--- src/rtl/cpu_pkg.sv ---
// Shared types for the hazard scoreboard: halt FSM states, scoreboard entry
// layout and forward-select encoding.
package cpu_pkg;

    // Widest register address a scoreboard entry can hold.
    localparam int SB_RA_W_MAX = 8;

    typedef enum logic [1:0] {
        RUN,
        DRAIN,
        HALTED
    } sb_state_t;

    typedef struct packed {
        logic                   valid;
        logic                   we;
        logic                   is_load;
        logic [SB_RA_W_MAX-1:0] dst;
    } sb_entry_t;

    // Code 0 selects the register-file operand; entry k forwards as k + FWD_NEAREST.
    localparam int FWD_REGFILE = 0;
    localparam int FWD_NEAREST = 1;

endpackage

--- src/rtl/hazard_scoreboard_sb_match.sv ---
// Priority search over the in-flight writes for one source operand; the
// youngest writer (lowest index) wins.
module sb_match
    import cpu_pkg::*;
#(
    parameter int DEPTH    = 3,
    parameter int RA_W     = 4,
    parameter int ZERO_REG = 1,
    parameter int FS_W     = $clog2(DEPTH)
) (
    input  sb_entry_t        entries [DEPTH],
    input  logic [RA_W-1:0]  src_addr,
    input  logic             src_used,
    output logic             hit,
    output logic [FS_W-1:0]  k,
    output logic             is_load
);

    logic [SB_RA_W_MAX-1:0] src_ext;
    logic                   src_ok;

    assign src_ext = SB_RA_W_MAX'(src_addr);
    assign src_ok  = src_used && ((ZERO_REG == 0) || (src_addr != '0));

    // The WB entry is left out of the search: the register file writes through.
    always_comb begin
        hit     = 1'b0;
        k       = '0;
        is_load = 1'b0;
        for (int i = DEPTH - 2; i >= 0; i--) begin
            if (src_ok && entries[i].valid && entries[i].we && (entries[i].dst == src_ext)) begin
                hit     = 1'b1;
                k       = FS_W'(i);
                is_load = entries[i].is_load;
            end
        end
    end

endmodule

--- src/rtl/hazard_scoreboard.sv ---
// Scoreboard-based hazard, forwarding and halt-drain controller sitting beside
// the ID stage of the pipelined CPU.
module hazard_scoreboard
    import cpu_pkg::*;
#(
    parameter int DEPTH      = 3,
    parameter int RA_W       = 4,
    parameter int LOAD_READY = 1,
    parameter int ZERO_REG   = 1,
    parameter int FS_W       = $clog2(DEPTH)
) (
    input  logic            clk,
    input  logic            rst,
    input  logic            id_valid,
    input  logic [RA_W-1:0] id_src0_addr,
    input  logic [RA_W-1:0] id_src1_addr,
    input  logic            id_src0_used,
    input  logic            id_src1_used,
    input  logic [RA_W-1:0] id_dst_addr,
    input  logic            id_we,
    input  logic            id_is_load,
    input  logic            id_is_hlt,
    input  logic            ex_br_taken,
    output logic            stall_if_id,
    output logic            bubble_ex,
    output logic            flush_if_id,
    output logic [FS_W-1:0] fwd_sel0_ex,
    output logic [FS_W-1:0] fwd_sel1_ex,
    output logic            hlt
);

    localparam int CNT_W = $clog2(DEPTH + 1);

    sb_state_t        state, next_state;
    sb_entry_t        sb [DEPTH];
    sb_entry_t        id_entry;
    logic [CNT_W-1:0] drain_cnt;
    logic             hit0, hit1, ld0, ld1;
    logic [FS_W-1:0]  k0, k1;
    logic             load_use;
    logic             accept;

    sb_match #(.DEPTH(DEPTH), .RA_W(RA_W), .ZERO_REG(ZERO_REG), .FS_W(FS_W)) u_match0 (
        .entries  (sb),
        .src_addr (id_src0_addr),
        .src_used (id_src0_used),
        .hit      (hit0),
        .k        (k0),
        .is_load  (ld0)
    );

    sb_match #(.DEPTH(DEPTH), .RA_W(RA_W), .ZERO_REG(ZERO_REG), .FS_W(FS_W)) u_match1 (
        .entries  (sb),
        .src_addr (id_src1_addr),
        .src_used (id_src1_used),
        .hit      (hit1),
        .k        (k1),
        .is_load  (ld1)
    );

    // A halt never writes a register, so it enters the scoreboard with we cleared.
    assign id_entry = '{valid:   1'b1,
                        we:      id_we & ~id_is_hlt,
                        is_load: id_is_load,
                        dst:     SB_RA_W_MAX'(id_dst_addr)};

    assign load_use = id_valid &&
                      ((hit0 && ld0 && (int'(k0) < LOAD_READY)) ||
                       (hit1 && ld1 && (int'(k1) < LOAD_READY)));

    always_ff @(posedge clk) begin
        if (rst) begin
            state <= RUN;
        end else begin
            state <= next_state;
        end
    end

    // A taken branch beats both a load-use stall and a halt sitting in ID.
    always_comb begin
        next_state  = state;
        stall_if_id = 1'b0;
        bubble_ex   = 1'b0;
        flush_if_id = 1'b0;
        accept      = 1'b0;
        case (state)
            RUN: begin
                if (ex_br_taken) begin
                    flush_if_id = 1'b1;
                    bubble_ex   = 1'b1;
                end else if (load_use) begin
                    stall_if_id = 1'b1;
                    bubble_ex   = 1'b1;
                end else if (id_valid) begin
                    accept = 1'b1;
                    if (id_is_hlt) begin
                        next_state = DRAIN;
                    end
                end
            end
            DRAIN: begin
                stall_if_id = 1'b1;
                bubble_ex   = 1'b1;
                if (drain_cnt == CNT_W'(2)) begin
                    next_state = HALTED;
                end
            end
            HALTED: begin
                stall_if_id = 1'b1;
                bubble_ex   = 1'b1;
            end
            default: next_state = RUN;
        endcase
    end

    // Scoreboard shift, registered forward selects and the drain countdown.
    always_ff @(posedge clk) begin
        if (rst) begin
            for (int i = 0; i < DEPTH; i++) begin
                sb[i] <= '0;
            end
            drain_cnt   <= '0;
            fwd_sel0_ex <= '0;
            fwd_sel1_ex <= '0;
            hlt         <= 1'b0;
        end else begin
            sb[0] <= accept ? id_entry : '0;
            for (int i = 1; i < DEPTH; i++) begin
                sb[i] <= sb[i-1];
            end
            fwd_sel0_ex <= (accept && hit0) ? k0 + FS_W'(FWD_NEAREST) : FS_W'(FWD_REGFILE);
            fwd_sel1_ex <= (accept && hit1) ? k1 + FS_W'(FWD_NEAREST) : FS_W'(FWD_REGFILE);
            hlt         <= (next_state == HALTED);
            if (accept && id_is_hlt) begin
                drain_cnt <= CNT_W'(DEPTH);
            end else if (state == DRAIN) begin
                drain_cnt <= drain_cnt - CNT_W'(1);
            end
        end
    end

endmodule

--- config.mk ---
export PLATFORM = sky130hd
export DESIGN_NAME = hazard_scoreboard
export DESIGN_NICKNAME = d
export VERILOG_FILES = /design/src/rtl/cpu_pkg.sv /design/src/rtl/hazard_scoreboard_sb_match.sv /design/src/rtl/hazard_scoreboard.sv
export SDC_FILE = /design/constraint.sdc
export NUM_CORES = 1
export LEC_CHECK = 0
export ABC_AREA = 1
export CAP_MARGIN = 30
export CORE_ASPECT_RATIO = 1.25
export CORE_MARGIN = 2
export CORE_UTILIZATION = 30
export DETAILED_ROUTE_END_ITERATION = 8
export GPL_TIMING_DRIVEN = 0
export PLACE_DENSITY = 0.53
export REMOVE_ABC_BUFFERS = 1
export SYNTH_ARGS = -nofsm -noshare
export SYNTH_HDL_FRONTEND = slang
export SYNTH_SLANG_ARGS = --single-unit
--- constraint.sdc ---
create_clock -name clk -period 1.7 [get_ports clk]
set_clock_uncertainty 0.05 [all_clocks]
set_input_delay 0.34 -clock clk [delete_from_list [all_inputs] [get_ports clk]]
set_output_delay 0.34 -clock clk [all_outputs]
set_load 0.02 [all_outputs]
== Yosys cells after proc, flatten, opt, wreduce, memory -nomap -nowiden ==
Cells that the tools add are included.

* Register bits after elaboration: 31
* Bits in latches: 0
* Bits in writable memories: 0
* ROM bits: 0
* Input port bits: 21
* Output and inout port bits: 8
* Word-level logic and storage cells: 95
* Memories: 0

* Add/subtract/negate cells: 3
* Multipliers: 0
* Divide/modulo/power cells: 0
* Magnitude comparators: 2
* Eq/ne operators: 8
* Shift-type cells: 0
* Mux-type cells: 32
* Bitwise gates (word level): 5
* Reductions and logical operators: 31

{| class="wikitable"
|+ Operators with widths
! kind !! count
|-
| == test 8 x 4 -> 1 bit || 4
|-
| logical AND 1 bit || 22
|-
| two-way mux 1 bit || 21
|-
| two-way mux 2 bit || 7
|-
| two-way mux 11 bit || 1
|-
| nonzero test 4 bit || 2
|-
| OR reduction 2 bit || 4
|-
| == test 2 bit, second input constant || 3
|-
| case mux 2 bit (3 select lines) || 1
|-
| adder 2 x 1 -> 2 bit, second input constant || 2
|-
| less-than comparator 2 x 1 -> 1 bit, second input constant || 2
|-
| inverter 1 bit || 4
|-
| case mux 1 bit (2 select lines) || 2
|-
| == test 2 x 1 -> 1 bit, second input constant || 1
|-
| logical NOT 2 bit || 1
|-
| nonzero test 2 bit || 1
|-
| subtractor 2 x 1 -> 2 bit, second input constant || 1
|-
| bitwise AND 1 bit || 1
|-
| logical OR 1 bit || 1
|}

== Logic depth before layout (Yosys ltp) ==
Gate-level depths: netlist of run 1.

* Word-level depth: 17
* Gate-level depth with buffers: 13
* Gate-level depth less buffers: 13

== Modules after synthesis ==
From an unflattened synthesis of run 1, not the netlist that was laid out.

* Cell total of the unflattened synthesis: 266
* Area, all modules: 1699.1 um2

{| class="wikitable"
|+ By module, submodules not included
! module !! instances !! cells each !! area each (um2) !! seq. area each (um2)
|-
| hazard_scoreboard || 1 || 138 || 1141.1 || 600.6
|-
| sb_match || 2 || 64 || 279.0 || 0.0
|}

== Worst setup path before layout of run 1 ==
No wires, ideal clock.

* Path type: register -> output
* Start point: reg sb[22] (netlist name)
* End point: out bubble_ex
* Arrival time: 1.336 ns
* Data required time: 1.310 ns
* Setup slack: -0.026 ns
* Cell stages (with the launch flop): 11
* Path buffers: 0
* Cells stage by stage: dfxtp_1 -> inv_1 -> nand2_1 -> nand3_2 -> nor2_2 -> nand2_2 -> nand2_2 -> nand2_4 -> nor2_4 -> nand2_1 -> a31oi_1

* Cells in the longest elaborated chain, start to end: 10
* Elaborated cells between the ends (all ways): 21
* Those cells by class: order compare: 2; eq/ne: 2; mux: 9; reduce/logical: 8

{| class="wikitable"
|+ RTL lines
! what !! line !! text
|-
| start: declaration || hazard_scoreboard.sv:35 || <nowiki>sb_entry_t sb [DEPTH];</nowiki>
|-
| start signal: indexed assignment || hazard_scoreboard.sv:129 || <nowiki>sb[i] <= sb[i-1];</nowiki>
|-
| == test 8 x 4 -> 1 bit || hazard_scoreboard_sb_match.sv:31 || <nowiki>if (src_ok && entries[i].valid && entries[i].we && (entries[i].dst == src_ext)) begin</nowiki>
|-
| logical AND 1 bit || hazard_scoreboard_sb_match.sv:31 ||
|-
| two-way mux 1 bit || hazard_scoreboard_sb_match.sv:31 ||
|-
| less-than comparator 2 x 1 -> 1 bit (tied with other cells) || hazard_scoreboard.sv:68 || <nowiki>((hit0 && ld0 && (int'(k0) < LOAD_READY)) ||</nowiki>
|-
| logical AND 1 bit, on equally long branches || hazard_scoreboard.sv:68, hazard_scoreboard.sv:69 ||
|-
| logical OR 1 bit * || hazard_scoreboard.sv:68 ||
|-
| logical AND 1 bit * || hazard_scoreboard.sv:67 || <nowiki>assign load_use = id_valid &&</nowiki>
|-
| two-way mux 1 bit * || hazard_scoreboard.sv:91 || <nowiki>end else if (load_use) begin</nowiki>
|-
| two-way mux 1 bit * || hazard_scoreboard.sv:88 || <nowiki>if (ex_br_taken) begin</nowiki>
|-
| case mux 1 bit (2 select lines) * || hazard_scoreboard.sv:86 || <nowiki>case (state)</nowiki>
|-
| end: declaration || hazard_scoreboard.sv:25 || <nowiki>output logic bubble_ex,</nowiki>
|}

Mark *: on every way between the ends. The rest lies on a longest branch, timed or not.

== Worst setup path in the final report of run 1 ==
* Start point: in id_src0_addr[1]
* End point: out bubble_ex

* Cells in the longest elaborated chain, start to end: 14
* Elaborated cells between the ends (all ways): 24
* Those cells by class: order compare: 1; eq/ne: 2; mux: 9; reduce/logical: 12

{| class="wikitable"
|+ RTL lines
! what !! line !! text
|-
| start: declaration || hazard_scoreboard.sv:15 || <nowiki>input logic [RA_W-1:0] id_src0_addr,</nowiki>
|-
| nonzero test 4 bit || hazard_scoreboard_sb_match.sv:23 || <nowiki>assign src_ok = src_used && ((ZERO_REG == 0) || (src_addr != '0));</nowiki>
|-
| logical AND 1 bit || hazard_scoreboard_sb_match.sv:23 ||
|-
| logical AND 1 bit (3 in series) || hazard_scoreboard_sb_match.sv:31 ||
|-
| two-way mux 1 bit (2 in series) || hazard_scoreboard_sb_match.sv:31 ||
|-
| less-than comparator 2 x 1 -> 1 bit / logical AND 1 bit (equally long branches) || hazard_scoreboard.sv:68 ||
|-
| logical AND 1 bit * || hazard_scoreboard.sv:68 ||
|-
| logical OR 1 bit * || hazard_scoreboard.sv:68 ||
|-
| logical AND 1 bit * || hazard_scoreboard.sv:67 ||
|-
| two-way mux 1 bit * || hazard_scoreboard.sv:91 ||
|-
| two-way mux 1 bit * || hazard_scoreboard.sv:88 ||
|-
| case mux 1 bit (2 select lines) * || hazard_scoreboard.sv:86 ||
|}

Marks and branches as above.

==> flow_summary.toml, run 1 <==
[status]
status = "complete, but fails checks"
failed_checks = "setup timing"

[timing]
slew_headroom = 0.692
hold_violations = 0
setup_viol = 2
clock.fmax_ghz = 0.492
timing.final.crit_share = 1.20
finalWorstSetupSlack_ns = -0.335
tightestPinTransition_ns = 0.461
post-route-min-period_ns = 2.03
drv_slew = 0
holdWs_ns = 0.381
grt_setup_unrepaired = "true"
tns_ns = -0.654

[yosys]
syn_avg_cell_area_um2 = 7.37
netlist_instances = 159
synth_cell_type_count = 27
synthesis.area_um2 = 1170
synth.area.top_cells = "dfxtp_1, inv_1, nand2_1"
ys_async_sr_fraction = 0
synth_top_area_share = 0.376
ys_ff_latch = 22
yosys.area.top_type = "dfxtp_1"
synth_warnings = 0
seq_area_frac_synth = 0.376
synth-edff-count = 0
synth_ff_type = "dfxtp_1"

[clock_tree]
cts-root-buf = "clkbuf_8"
hold_buffers = 0
clock_path_buffers = 2
path_clk_slew_ns = 0.08
tritoncts = "yes"
cts.sinks = 22
htree_levels = 1
cts_buffers = 3
insertion_delay_ns = 0.26

[global_route]
grt_overflow = 0
use_met3 = 0.0194
grt_max_degree = 13
grt_first_pass_wirelength_mm = 4.17
grt-busiest-layer = "met2"
grtUsageMet2 = 0.233
grt.met1_usage = 0.131
globalRouteTotalUtil = 0.121
antenna_found_initial = 0
grt_pass1_vias = 1033

[setup_path]
worstPathRequired_ns = 1.31
crit_cells = 12
arrival_ns = 1.64
cp_max_fo = 4
crit_path_top_delay_cell = "clkdlybuf4s15_1"
worstSetupPathType = "input pin to output pin"
worstSetupStartpointType = "input pin"
critPathMaxStageDelay_ns = 0.25
path_cells = "clkdlybuf4s15_1, inv_1, nand2_1, nand3_2, nor2_2, nand2_2, nand2_2, nand2_4, nor2_4, nand2_1, a31oi_1, buf_2"
end_kind = "output pin"
path_delay_family = "simple AND/OR/NAND/NOR gates"
r2r_cells = 12
timing.critical_path.buf_inv = 3

[power]
clkPwrFrac = 0.317
ir_drop_v = 0.000266
power_frac_comb = 0.212
power_mw = 1.17
seqPwrFrac = 0.472
p_leak_nw = 0.737
switchingPower_mw = 0.312
p_per_area_nw_per_um2 = 731
switching_share = 0.266
p_int_mw = 0.859

[layout]
ff_latch_area_um2 = 453
final_nets = 223
multiInputGateArea_um2 = 641
drive_gt1_frac = 0.327
layout_commonest_cell = "nor2_1"
layout-area-overhead-vs-synth_pct = 36.6
final_cell_mix = "nor2_1, inv_1, nand2_1, clkdlybuf4s50_1, dfxtp_1"
num_antenna_cells = 0
n_fill_cell = 406

[drt]
wl_per_cell_um = 10.7
routed_wl_mm = 2.52
dr.pass1.iters = 4
vias = 1049
vias_per_cell = 4.44
drc = 0
drtIter0Drc = 35
drtAntennaViolNets = 0

[die]
die_h_um = 73.9
dieArea_um2 = 4430
start_util = 0.312
core_um2 = 3750
die_x_um = 59.9
rows = 25
io_pins = 29

[placement]
gp_congestion = 0.810
hpwl_mm = 1.95
dpl_worst_slack_ns = -1.12
io_buffers = 28

[run]
maxCapViolCount = 0

[worst_hold_path]
holdPathStages = 2
hp-class = "flop to flop"
per-stage QoR:
stage,instances,instance area [µm²],util
finish,236,1600,0.427
detailed placement,226,1500,0.399
global placement,226,1500,0.399
floorplan,158,1170,-
CTS,234,1600,0.426
global route,236,1600,0.427
synthesized netlist by cell type, types with 2 or more instances:
cell type,instances
dfxtp_1,22
a21oi_1,5
nor2_2,8
o21ai_1,2
xnor2_1,5
nor2_1,27
nand2_2,8
o21ai_0,2
nor4_1,2
nand2_1,27
nand3_2,3
inv_1,28
ha_1,5
xor2_1,2
layout make-up:
class / count / area share
Multi-Input combinational cell: 106 / 0.400
Sequential cell: 22 / 0.283
Timing Repair Buffer: 34 / 0.178
Inverter: 30 / 0.0734
Clock buffer: 4 / 0.0344
Tap cell: 40 / 0.0312
power groups by stage:
| stage | combinational, mW | sequential (mW) | clock [mW] |
|---|---|---|---|
| 2_1_floorplan | 0.135 | 0.561 | 0 |
| 3_3_place_gp | 0.243 | 0.561 | 0 |
| 3_5_place_dp | 0.248 | 0.562 | 0 |
| 4_1_cts | 0.245 | 0.552 | 0.377 |
| 5_1_grt | 0.276 | 0.555 | 0.394 |
| 6_report | 0.248 | 0.552 | 0.370 |
per-layer routing:
| metal | routed length [µm] | vias up |
|---|---|---|
| li1 | - | 554 |
| met1 | 1030 | 469 |
| met2 | 1360 | 26 |
| met3 | 126 | 0 |
| met4 | 0 | 0 |
| met5 | 0 | - |
logic make-up after synthesis:
family                   after synthesis  share of synthesized area
AO/OA/AOI/OAI                         13                     0.0630
AND/OR/NAND/NOR                       80                      0.346
flip-flops                            22                      0.376
XOR/XNOR                               7                     0.0523
multiplexers                           1                    0.00854
buffers and inverters                 31                      0.101
adder cells (fa/ha/maj)                5                     0.0534
worst paths after layout:
| check | startpoint | end | slack, ns |
|---|---|---|---|
| worst max-delay path | id_src0_addr[1] | bubble_ex | -0.33 |
| worst min-delay path | sb[31] | sb[20] | 0.38 |
| worst max register to register | sb[25] | state[0] | 0.20 |
| worst min register to register | sb[31] | sb[20] | 0.38 |
timing repair:
item,4_1_cts,5_1_grt
buffers inserted,4,2
gates resized for setup,39,21
endpoints found under the setup margin,3,3
pin swaps,8,8
registers in the layout, indices dropped and copies added, names as in the netlist:
name / count
drain_cnt: 2
fwd_sel0_ex: 2
fwd_sel1_ex: 2
hlt: 1
sb: 13
state: 2
worst reg2reg max path, cell delays in order, from the launching register on:
cell	delay [ns]
dfxtp_2	0.34
inv_4	0.05
a21oi_2	0.11
nand2_1	0.07
nor2_2	0.10
nand2_2	0.07
nand2_2	0.09
nand2_4	0.07
buf_4	0.16
nand4_2	0.09
nand2_2	0.08
nand2_2	0.07
nor2_2	0.03
Note: power is estimated with default switching activity, not from simulation.
==> run 2, diff against run 1 <==
- SLEW_MARGIN: unset -> 20
- clock period: 1.7 -> 2.5 ns (I/O delays scaled with it)
==> run 2 against run 1 <==
The flow now finishes without violations. Count of clock-buffer cells in the layout is the same. Design area down 3.8%. Global-route usage shrank 0.57 points. Sequential power decreased by 32%. Non-clock buffer count shrank 2. Sequential cell count unchanged. Clock power shrank 32%. Core utilization shrank 1.6 points. Worst setup slack gained 0.52 ns. Critical endpoint is now flush_if_id. Highest routed layer is now met4.
==> flow_summary.toml, run 2 (synthesized netlist as in run 1, its figures left out) <==
[status]
status = "finished, final reports clean"

[global_route]
grt_overflow = 0
antenna_found_initial = 0
grt_max_degree = 13
globalRouteTotalUtil = 0.115
grt_pass1_vias = 998
grt_first_pass_wirelength_mm = 3.96

[die]
core_um2 = 3750
dieArea_um2 = 4430
start_util = 0.312
die_h_um = 73.9
rows = 25
die_x_um = 59.9
io_pins = 29

[timing]
grt_setup_unrepaired = "false"
hold_violations = 0
tns_ns = 0
slew_headroom = 0.689
post-route-min-period_ns = 2.31
drv_slew = 0
holdWs_ns = 0.369
timing.final.crit_share = 0.926
tightestPinTransition_ns = 0.465
clock.fmax_ghz = 0.432
setup_viol = 0
finalWorstSetupSlack_ns = 0.186

[clock_tree]
cts.sinks = 22
cts_buffers = 3
hold_buffers = 0
htree_levels = 1
insertion_delay_ns = 0.26
clock_path_buffers = 2
path_clk_slew_ns = 0.08
cts-root-buf = "clkbuf_8"
tritoncts = "yes"

[setup_path]
worstSetupStartpointType = "flop"
end_kind = "output pin"
crit_cells = 5
cp_common_cell = "inv_1"
worstPathRequired_ns = 1.95
r2r_cells = 13
timing.critical_path.buf_inv = 3
path_cells = "inv_1, ha_1, nand2_1, inv_1, clkdlybuf4s50_1"
arrival_ns = 1.76
cp_max_fo = 7
path_delay_family = "buffers and inverters"
worstSetupPathType = "flop to output pin"
crit_path_top_delay_cell = "clkdlybuf4s50_1"
critPathMaxStageDelay_ns = 0.59

[worst_hold_path]
holdPathStages = 2
hp-class = "flop to flop"

[run]
maxCapViolCount = 0

[drt]
vias = 1048
dr.pass1.iters = 4
drc = 0
vias_per_cell = 4.48
drtAntennaViolNets = 0
routed_wl_mm = 2.49
wl_per_cell_um = 10.6
drtIter0Drc = 28

[layout]
top_register = "sb"
largest_reg_flops = 13
drive_gt1_frac = 0.227
final_nets = 221
layout-area-overhead-vs-synth_pct = 31.5
final_cell_mix = "inv_1, nor2_1, nand2_1, dfxtp_1, clkdlybuf4s50_1"
fin_area_um2 = 1540
num_antenna_cells = 0
n_fill_cell = 405
layout_commonest_cell = "inv_1"

[placement]
placed_cell_area_um2 = 1500
dpl_worst_slack_ns = -0.643
io_buffers = 28
hpwl_mm = 1.95
gp_congestion = 0.810

[power]
p_leak_nw = 0.732
ir_drop_v = 0.000176
p_per_area_nw_per_um2 = 507
power_mw = 0.781
run 2: what timing repair did:
item,4_1_cts,5_1_grt
pin swaps,0,8
endpoints found under the setup margin,2,2
buffers inserted,0,4
gates resized for setup,18,18
cloned,0,0
run 2: path summary, 6_finish.rpt:
check                 from           to  slack (ns)
hold / removal      sb[31]       sb[20]        0.37
hold reg to reg     sb[31]       sb[20]        0.37
setup reg to reg    sb[32]       sb[31]        0.85
setup / recovery  state[1]  flush_if_id        0.19
run 2: where the power goes:
group	switching, mW	total, mW	internal [mW]
sequential	0.00937	0.373	0.364
combinational	0.0858	0.156	0.0700
clock	0.112	0.252	0.140
run 2: final cells by class:
type | instances | area [µm²] | share of cell area
multi-input cells | 106 | 613 | 0.398
flip-flops and latches | 22 | 440 | 0.286
repair buffers | 32 | 268 | 0.174
inverters | 30 | 115 | 0.0747
clock buffers | 4 | 55.1 | 0.0357
well taps | 40 | 50.0 | 0.0325
run 2: routing by layer:
layer,vias to the layer above,wire length (µm),GRT usage,part of all wire
met5,-,0,0,0
met4,0,15,0.0296,0.0060
met3,2,145,0.0194,0.058
met2,27,1310,0.223,0.53
met1,470,1010,0.124,0.41
li1,549,-,-,-
run 2: worst reg2reg max path: cells and delay by family, from the launching register on:
kind                   cells  cell delay (ns)
and+or+nand+nor            9             0.72
AOI/OAI and AO/OA          1             0.12
buffers and inverters      3             0.32
DFF                        1             0.33
run 2: metrics by stage:
stage          std cells   util
2_1_floorplan        158      -
3_3_place_gp         226  0.399
3_5_place_dp         226  0.399
4_1_cts              230  0.409
5_1_grt              234  0.411
6_report             234  0.411
==> run 3, diff against run 2 <==
--- a/config.mk
+++ b/config.mk
@@ -13,2 +13,3 @@
 export DETAILED_ROUTE_END_ITERATION = 8
+export GPL_ROUTABILITY_DRIVEN = 0
 export GPL_TIMING_DRIVEN = 0
@@ -20 +21,2 @@
 export SYNTH_SLANG_ARGS = --single-unit
+export TNS_END_PERCENT = 20
==> constraint.sdc (replaced) <==
create_clock -name clk -period 2.5 [get_ports clk]
set_clock_uncertainty 0.05 [all_clocks]
set_input_delay 0.375 -clock clk [delete_from_list [all_inputs] [get_ports clk]]
set_output_delay 0.375 -clock clk [all_outputs]
set_load 0.02 [all_outputs]
==> run 3 against run 2 <==
Non-clock buffer count shrank 4. Total power rose by 0.30%. Sequential power about the same. Register-to-register slack better by 0.14 ns. Clock power about the same.
==> flow_summary.toml, run 3 (synthesized netlist as in run 1, its figures left out) <==
[status]
status = "finished, final reports clean"

[layout]
final_cell_mix = "inv_1, nor2_1, nand2_1, dfxtp_1, clkdlybuf4s50_1"
drive_gt1_frac = 0.168
final_nets = 217
num_antenna_cells = 0
top_register = "sb"
layout-area-overhead-vs-synth_pct = 33.4
largest_reg_flops = 13
layout_commonest_cell = "inv_1"

[drt]
vias_per_cell = 4.45
drc = 0
drtAntennaViolNets = 0
vias = 1024
dr.pass1.iters = 4
routed_wl_mm = 2.41
wl_per_cell_um = 10.5
drtIter0Drc = 26

[setup_path]
crit_path_top_delay_cell = "clkdlybuf4s50_1"
path_cells = "clkdlybuf4s50_1, nand2_2, nor2_2, nand3_2, nand2_2, nand2_4, nor2_4, nand3b_1, a21oi_2, buf_2"
cp_common_cell = "nand2_2"
r2r-start = "state[1]"
worstPathRequired_ns = 2.08
end_kind = "output pin"
worstSetupStartpointType = "input pin"
worst-r2r-setup-slack_ns = 0.99
startpoint = "id_src1_used"
worstSetupPathType = "input pin to output pin"
r2r_end = "state[0]"
crit_end = "stall_if_id"
critPathMaxStageDelay_ns = 0.47
cp_max_fo = 4
r2r_cells = 8
arrival_ns = 1.78

[timing]
slew_headroom = 0.688
grt_setup_unrepaired = "false"
tightestPinTransition_ns = 0.467
clock.fmax_ghz = 0.454
hold_violations = 0
holdWs_ns = 0.369
tns_ns = 0
post-route-min-period_ns = 2.20
setup_viol = 0
drv_slew = 0
timing.final.crit_share = 0.881

[global_route]
grt_pass1_vias = 998
grt_max_degree = 13
use_met3 = 0.0194
globalRouteTotalUtil = 0.115
grtUsageMet2 = 0.223
grt.met1_usage = 0.124
grt_overflow = 0
grt_first_pass_wirelength_mm = 3.96
grt-busiest-layer = "met2"
antenna_found_initial = 0

[die]
core_um2 = 3750
die_h_um = 73.9
start_util = 0.312
dieArea_um2 = 4430
io_pins = 29
die_x_um = 59.9
rows = 25

[clock_tree]
path_clk_slew_ns = 0.08
post-cts-setup-buffer-count = 0
hold_buffers = 0
insertion_delay_ns = 0.26
cts-resized-gates = 9
cts_buffers = 3
tritoncts = "yes"
clock_path_buffers = 2
htree_levels = 1
cts.sinks = 22
cts-root-buf = "clkbuf_8"

[worst_hold_path]
hp-class = "flop to flop"

[power]
p_per_area_nw_per_um2 = 501
p_leak_nw = 0.769
ir_drop_v = 0.000173

[placement]
hpwl_mm = 1.95
io_buffers = 28

[run]
maxCapViolCount = 0
-- run 3: power by group --
part           switching [mW]  internal, mW  total, mW
registers             0.00933         0.364      0.373
logic                  0.0855        0.0740      0.159
clock network           0.111         0.140      0.251
total                   0.205         0.578      0.784
-- run 3: critical path, delay by kind of cell --
kind | cells | cell delay (ns)
AO/OA/AOI/OAI | 1 | 0.13
buffers and inverters | 2 | 0.65
AND/OR/NAND/NOR | 7 | 0.62
-- run 3: layout make-up --
type                            count  area (µm²)
Fill cell                         400        2190
Multi-Input combinational cell    106         613
Sequential cell                    22         440
Timing Repair Buffer               28         290
Inverter                           30         115
Clock buffer                        4        55.1
Tap cell                           40        50.0
-- run 3: worst min path at each step --
stage | from | cells past startpoint | slack [ns] | endpoint
floorplan | sb[31] | 2 | 0.35 | sb[20]
CTS | sb[31] | 2 | 0.37 | sb[20]
global placement | sb[31] | 2 | 0.36 | sb[20]
finish | sb[31] | 2 | 0.37 | sb[20]
global route | sb[31] | 2 | 0.38 | sb[20]
detailed placement | sb[31] | 2 | 0.36 | sb[20]
-- run 3: layer usage --
metal | wire, µm | part of all wire | up-vias
met2 | 1270 | 0.53 | 24
met4 | 7 | 0.0029 | 0
met5 | 0 | 0 | -
li1 | - | - | 539
met3 | 126 | 0.052 | 2
met1 | 1000 | 0.42 | 459
-- run 3: stage by stage --
step / cells / power, mW / area [µm²] / util / setup WS, ns
after floorplan: 158 / 0.474 / 1170 / - / 0.719
after global placement: 226 / 0.547 / 1500 / 0.399 / -0.350
after detailed placement: 226 / 0.551 / 1500 / 0.399 / -0.393
after CTS: 230 / 0.794 / 1540 / 0.411 / 0.0417
after global routing: 230 / 0.820 / 1560 / 0.417 / 0.195
final: 230 / 0.784 / 1560 / 0.417 / 0.297
